File: config.mk
export PLATFORM = sky130hd
export DESIGN_NAME = mem_loader
export DESIGN_NICKNAME = d
export VERILOG_FILES = /design/src/rtl/mem_loader_pkg.sv /design/src/rtl/mem_loader_packer.sv /design/src/rtl/mem_loader.sv
export SDC_FILE = /design/constraint.sdc
export NUM_CORES = 1
export LEC_CHECK = 0
export BUFFER_PORTS_ARGS = -buffer_cell sky130_fd_sc_hd__clkbuf_2
export CAP_MARGIN = 40
export CORE_AREA = 2 2 209 149
export CTS_BUF_LIST = sky130_fd_sc_hd__clkbuf_4 sky130_fd_sc_hd__clkbuf_8 sky130_fd_sc_hd__clkbuf_16
export DETAILED_ROUTE_END_ITERATION = 10
export DIE_AREA = 0 0 211 151
export GPL_TIMING_DRIVEN = 0
export MAX_ROUTING_LAYER = met4
export PLACE_DENSITY = 0.44
export SETUP_SLACK_MARGIN = 0.4
export SYNTH_ARGS = -nofsm -noshare
export SYNTH_HDL_FRONTEND = slang
export SYNTH_HIERARCHICAL = 1
export SYNTH_SLANG_ARGS = --single-unit
File: constraint.sdc
create_clock -name clk -period 4.2 [get_ports clk]
set_input_delay 0.21 -clock clk [delete_from_list [all_inputs] [get_ports clk]]
set_output_delay 0.21 -clock clk [all_outputs]
set_load 0.05 [all_outputs]
File: src/rtl/mem_loader_pkg.sv
// Shared types and constants for the byte-stream RAM loader.
// The state set is also used by the packer's mask helper users.
package mem_loader_pkg;

    typedef enum logic [2:0] {
        IDLE,
        HDR,
        CHECK,
        COLLECT,
        WRITE,
        GAP,
        DRAIN,
        DONE
    } state_t;

    localparam int         HDR_BYTES  = 8;
    localparam logic [3:0] WMASK_FULL = 4'b1111;

    // One enable bit per held byte, filled from lane 0 upward.
    function automatic logic [3:0] fill_mask(input logic [2:0] count);
        logic [3:0] mask;
        mask = 4'b0000;
        case (count)
            3'd1:    mask = 4'b0001;
            3'd2:    mask = 4'b0011;
            3'd3:    mask = 4'b0111;
            3'd4:    mask = WMASK_FULL;
            default: mask = 4'b0000;
        endcase
        return mask;
    endfunction

endpackage

File: src/rtl/mem_loader_packer.sv
// Four-byte little-endian lane register with fill count and byte-enable mask.
// Used for both header field assembly and payload word packing.
module byte_packer
    import mem_loader_pkg::*;
(
    input  logic        clk,
    input  logic        reset,
    input  logic        clear,
    input  logic        shift,
    input  logic [7:0]  data,
    output logic [31:0] word,
    output logic [2:0]  count,
    output logic [3:0]  wmask,
    output logic        full
);

    logic [31:0] word_q;
    logic [2:0]  count_q;

    // Clearing zeroes every lane, so lanes not yet filled read back as 0.
    // A simultaneous clear and shift starts a fresh word with this byte in lane 0.
    always_ff @(posedge clk) begin
        if (reset) begin
            word_q  <= '0;
            count_q <= '0;
        end else if (clear) begin
            if (shift) begin
                word_q  <= {24'd0, data};
                count_q <= 3'd1;
            end else begin
                word_q  <= '0;
                count_q <= '0;
            end
        end else if (shift) begin
            word_q[{count_q[1:0], 3'b000} +: 8] <= data;
            count_q <= count_q + 3'd1;
        end
    end

    assign word  = word_q;
    assign count = count_q;
    assign wmask = fill_mask(count_q);
    assign full  = count_q[2];

endmodule

File: src/rtl/mem_loader.sv
// Byte-stream RAM loader: 8-byte header (base, length), then payload packed
// little-endian into 32-bit words and written over the dmem valid/ready port.
module mem_loader
    import mem_loader_pkg::*;
#(
    parameter logic [31:0] ADDR_LIMIT = 32'h0000ffff
) (
    input  logic        clk,
    input  logic        reset,
    input  logic        in_valid,
    output logic        in_ready,
    input  logic [7:0]  in_data,
    output logic        mem_valid,
    input  logic        mem_ready,
    output logic [31:0] mem_addr,
    output logic [3:0]  mem_wmask,
    output logic [31:0] mem_wdata,
    output logic        busy,
    output logic        done,
    output logic        err
);

    state_t      state, state_next;
    logic [31:0] addr_q;
    logic [31:0] remaining_q;
    logic [2:0]  hdr_cnt_q;
    logic        err_q;

    logic        pk_clear, pk_shift, pk_full;
    logic [31:0] pk_word;
    logic [2:0]  pk_count;
    logic [3:0]  pk_wmask;

    logic        accept;
    logic [32:0] hdr_end;
    logic        hdr_bad;

    byte_packer u_packer (
        .clk   (clk),
        .reset (reset),
        .clear (pk_clear),
        .shift (pk_shift),
        .data  (in_data),
        .word  (pk_word),
        .count (pk_count),
        .wmask (pk_wmask),
        .full  (pk_full)
    );

    assign accept = in_valid && in_ready;

    // In CHECK, addr_q holds the base and the packer holds the length.
    // The 33-bit sum makes an end address that wraps past 2^32 an error.
    assign hdr_end = {1'b0, addr_q} + {1'b0, pk_word} - 33'd1;
    assign hdr_bad = (addr_q[1:0] != 2'b00) || (hdr_end > {1'b0, ADDR_LIMIT});

    // NOTE: every signal assigned here gets a default first so no latch is inferred.
    always_comb begin
        state_next = state;
        pk_clear   = 1'b0;
        pk_shift   = 1'b0;
        case (state)
            IDLE: begin
                pk_clear = 1'b1;
                pk_shift = accept;
                if (accept) state_next = HDR;
            end
            HDR: begin
                // Base field complete: move it out and reuse the packer for length.
                pk_clear = pk_full;
                pk_shift = accept;
                if (accept && hdr_cnt_q == 3'(HDR_BYTES - 1)) state_next = CHECK;
            end
            CHECK: begin
                pk_clear = 1'b1;
                if (pk_word == 32'd0) state_next = DONE;
                else if (hdr_bad)     state_next = DRAIN;
                else                  state_next = COLLECT;
            end
            COLLECT: begin
                pk_shift = accept;
                if (accept && (pk_count == 3'd3 || remaining_q == 32'd1)) state_next = WRITE;
            end
            WRITE: begin
                if (mem_ready) state_next = GAP;
            end
            GAP: begin
                pk_clear   = 1'b1;
                state_next = (remaining_q != 32'd0) ? COLLECT : DONE;
            end
            DRAIN: begin
                if (accept && remaining_q == 32'd1) state_next = DONE;
            end
            DONE: begin
                pk_clear   = 1'b1;
                state_next = IDLE;
            end
            default: state_next = IDLE;
        endcase
    end

    // NOTE: sequential state uses non-blocking assignments so every register samples pre-edge values.
    always_ff @(posedge clk) begin
        if (reset) begin
            state       <= IDLE;
            addr_q      <= '0;
            remaining_q <= '0;
            hdr_cnt_q   <= '0;
            err_q       <= 1'b0;
        end else begin
            state <= state_next;
            case (state)
                IDLE: begin
                    if (accept) begin
                        hdr_cnt_q <= 3'd1;
                        err_q     <= 1'b0;
                    end
                end
                HDR: begin
                    if (pk_full) addr_q <= pk_word;
                    if (accept)  hdr_cnt_q <= hdr_cnt_q + 3'd1;
                end
                CHECK: begin
                    remaining_q <= pk_word;
                    if (pk_word != 32'd0 && hdr_bad) err_q <= 1'b1;
                end
                COLLECT, DRAIN: begin
                    if (accept) remaining_q <= remaining_q - 32'd1;
                end
                WRITE: begin
                    if (mem_ready) addr_q <= addr_q + 32'd4;
                end
                default: ;
            endcase
        end
    end

    // NOTE: outputs are also gated by reset so a request drops in the reset cycle itself.
    assign in_ready  = !reset && (state inside {IDLE, HDR, COLLECT, DRAIN});
    assign mem_valid = !reset && (state == WRITE);
    assign mem_addr  = mem_valid ? addr_q   : 32'd0;
    assign mem_wmask = mem_valid ? pk_wmask : 4'd0;
    assign mem_wdata = mem_valid ? pk_word  : 32'd0;
    assign busy      = !reset && !(state inside {IDLE, DONE});
    assign done      = !reset && (state == DONE);
    assign err       = !reset && err_q;

endmodule

==> summary.md <==
| Metric | Value |
|---|---|
| Status | `finished, final reports clean` |
| Main flop type after synthesis | `dfxtp_1` |
| Final Hold Viols | `0` |
| Worst-case hold slack | `214 ps` |
| Residual DRC | `0` |
| Pre-antenna DRT Iters | `6` |
| Placed Cells | `1720` |
| Final worst slack | `538 ps` |
| Total track usage | `23.5%` |
| Die height | `151 um` |
| Worst slew pin tran | `927 ps` |
| Reg2reg setup slack | `540 ps` |
| Largest cells by area after synthesis | `dfxtp_1 24%, ha_1 10%, inv_1 6.0%` |
| Max_cap viols | `0` |
| Post-synth top area cell | `dfxtp_1` |
| Reg2Reg Depth | `15` |
| Yosys warns | `6` |
| CP startpoint | `u_packer/word[6]` |
| Maximum vdd ir drop | `0.000203 V` |
| Setup WS pre-CTS | `-325 ps` |
| Area of the multi-input gates | `5970 sq um` |
| Clk_skew | `11.5 ps` |
| Global-route wire length before repair | `54800 um` |
| Post-synth EDFFs | `0` |
| Insertion delay to the later sink of the worst-skew pair | `370 ps` |
| Placed inst area | `9780 sq um` |
| Max clock buf depth | `2` |
| Routed Antenna Nets | `0` |
| Reg power frac | `23.7%` |
| Setup CP Type | `register to register` |
| Fmax | `273 MHz` |
| # setup viols final | `0` |
| Area grow syn2layout | `17.6%` |
| Vias/cell | `5.60` |
| Grt total ovfl | `0` |
| WL final | `36400 um` |
| Clk sinks | `106` |
| Largest net degree at the start of global routing | `19` |
| Capturing point of the worst reg2reg path | `state[2]` |
| Die width | `211 um` |
| CTS tree | `yes` |
| Layout Cells excl Fill | `1744` |
| Pleak | `4.06 nW` |
| CP endpoint | `state[2]` |
| #FFs+latches synth | `106` |
| Internal power | `2.61 mW` |
| Starting density of the core | `29.6%` |
| Clk pin slew, worst setup/hold paths | `80 ps` |
| Hold WC Path Type | `primary input to register` |
| Async SR Flop Fraction | `0%` |
| Cell variety after synth | `79` |
| Mapped Area | `8830 sq um` |
| Switching share of total power | `46.2%` |
| Syn Inst Count | `1247` |
| CTS root buf | `clkbuf_16` |
| Post-DP HPWL | `29100 um` |
| Per-cell routed wire length | `20.9 um` |
| Vias in the first global route | `8874` |
| Reg2reg start | `u_packer/word[6]` |
| Nets | `1441` |
| Fin crit share | `87.2%` |
| Routed vias | `9769` |
| Post-synth top area share | `24.0%` |
| I/O pins | `85` |
| Port Buffer Count | `84` |
| Combinational Power Share | `55.8%` |
| Startpoint Class | `register` |
| CTS buffer count | `9` |
| Synth Net Count | `1334` |
| RSZ-0062 raised after global routing | `no` |
| Crit-path max FO | `5` |
| Sequential share of the synthesized area | `24.0%` |
| Final Util | `34.9%` |
| Antenna violations before repair | `0` |
| Crit path DAT | `3900 ps` |
| Share of cells above drive strength 1 | `16.2%` |
| Reg area | `2170 sq um` |
| Avg Cell Area, Syn | `7.08 sq um` |
| Antenna diodes | `0` |
| Max-slew violation count | `0` |
| Htree depth | `3` |
| CP Capture Type | `register` |
| Final RePlAce weighted congestion | `0.959` |
| Max transition margin | `38.2%` |
| Clock power share | `20.5%` |
| Period minus WS final | `3660 ps` |
| Pwr dens | `467 nW/um^2` |
| Area of the die | `31900 sq um` |
| Fillers | `3294` |
| Core Region | `29800 sq um` |
| NetSw | `2.24 mW` |
| Layout Cell Area excl Fill | `10400 sq um` |
| 1st-iter DRT viols | `894` |
| Worst EP required | `4440 ps` |
| Std-Cell Rows | `53` |
## metal layers
layer  wire, um  share of wire [%]  track usage, %  vias to the layer above
li1           -                  -               -                     4710
met1      19200                 53            36.7                     4697
met2      13900                 38            30.3                      333
met3       2770                7.6            4.42                       29
met4        485                1.3            4.33                        0
met5          0                  0               -                        -
## flip-flops by register name, indices dropped and copies added, names as in the netlist
signal / count
u_packer/count: 3
addr_q: 32
state: 3
u_packer/word: 32
err_q: 1
hdr_cnt_q: 3
remaining_q: 32
## logic make-up (layout without fill, tap and decap cells)
kind of cell,Yosys count,after routing,share of synthesized area (%)
AO/OA/AOI/OAI,362,362,27.0
adder cells (fa/ha/maj),75,75,10.7
AND/OR/NAND/NOR,460,460,26.0
multiplexers,6,6,0.695
buffers and inverters,222,334,9.94
flip-flops,106,106,24.0
XOR/XNOR,16,16,1.59
## synthesized netlist by cell type, types with 20 or more instances
cell      count
inv_1       141
nor2_1      128
dfxtp_1     106
nor3_1      103
a21oi_1     100
nand2_1      81
ha_1         74
o21ai_0      71
clkbuf_1     63
nand3_1      36
a211oi_1     26
a32oi_1      25
nand4_1      20
## cells in the final DEF (no fill, tap or decap), types with 7 or more instances in the layout
cell type  count
and2_1        12
a32oi_1       25
a31oi_1        9
nor3_1       101
xor2_1        10
nand2b_1       8
a22o_1         8
a211oi_1      21
nand4_1       20
o211ai_1      12
nand3_1       36
o21ai_0       69
ha_1          71
clkbuf_16      9
a22oi_1       11
nor4_1        15
buf_4         11
nor2_1       128
o21ai_1        7
nand2_1       80
clkbuf_2      91
dfxtp_1       72
and3_1         9
a21o_1        13
o22ai_1       15
clkbuf_1      56
inv_1        138
or3_1          8
a21oi_1       97
dfxtp_2       30
## worst min-delay path by stage
stage            startpoint               end  depth (start not counted)
3_3_place_gp   hdr_cnt_q[2]      hdr_cnt_q[2]                          2
2_1_floorplan    in_data[0]  u_packer/word[0]                          1
5_1_grt          in_data[0]  u_packer/word[0]                          2
4_1_cts          in_data[7]  u_packer/word[7]                          2
3_5_place_dp   hdr_cnt_q[1]      hdr_cnt_q[1]                          2
6_report         in_data[0]  u_packer/word[0]                          2
## layout make-up
cell class	instances	area share (%)
tap	385	4.64
sequential	106	20.9
clock inverter	6	0.928
timing repair buffer	96	5.21
multi-input combinational	919	57.5
clock buffer	10	2.30
buffer	81	3.43
inverter	141	5.10
## power by group through the flow
stage	Sequential [mW]	Clock (mW)	Combinational [mW]
after floorplan	1.14	0	1.81
final	1.15	0.993	2.71
after global placement	1.17	0	2.46
after global routing	1.16	1.05	2.96
after CTS	1.15	1.01	2.57
after detailed placement	1.17	0	2.45
## what timing repair did
action                     in CTS  in global routing
hold buffers                    0                  0
buffers inserted                5                  3
gates resized for setup        19                 64
pin swaps                       4                  8
setup endpoints to repair       3                  3
## worst max-delay path, cell delays in order, from the launching register on
cell	delay, ps
dfxtp_1	460
inv_1	130
ha_1	290
inv_1	40
ha_1	350
o211ai_1	130
o21ai_1	230
a211oi_2	100
buf_4	170
o41ai_4	440
mux2i_1	160
nor4_1	250
nand4b_1	180
nor4_4	350
buf_12	180
o211ai_1	80
## stage by stage
step	power [mW]	TNS (ps)
floorplan	2.95	0
global placement	3.63	-1060
detailed placement	3.62	-951
CTS	4.73	0
global route	5.17	0
finish	4.85	0
No activity file was read; power rests on OpenSTA's default activity.
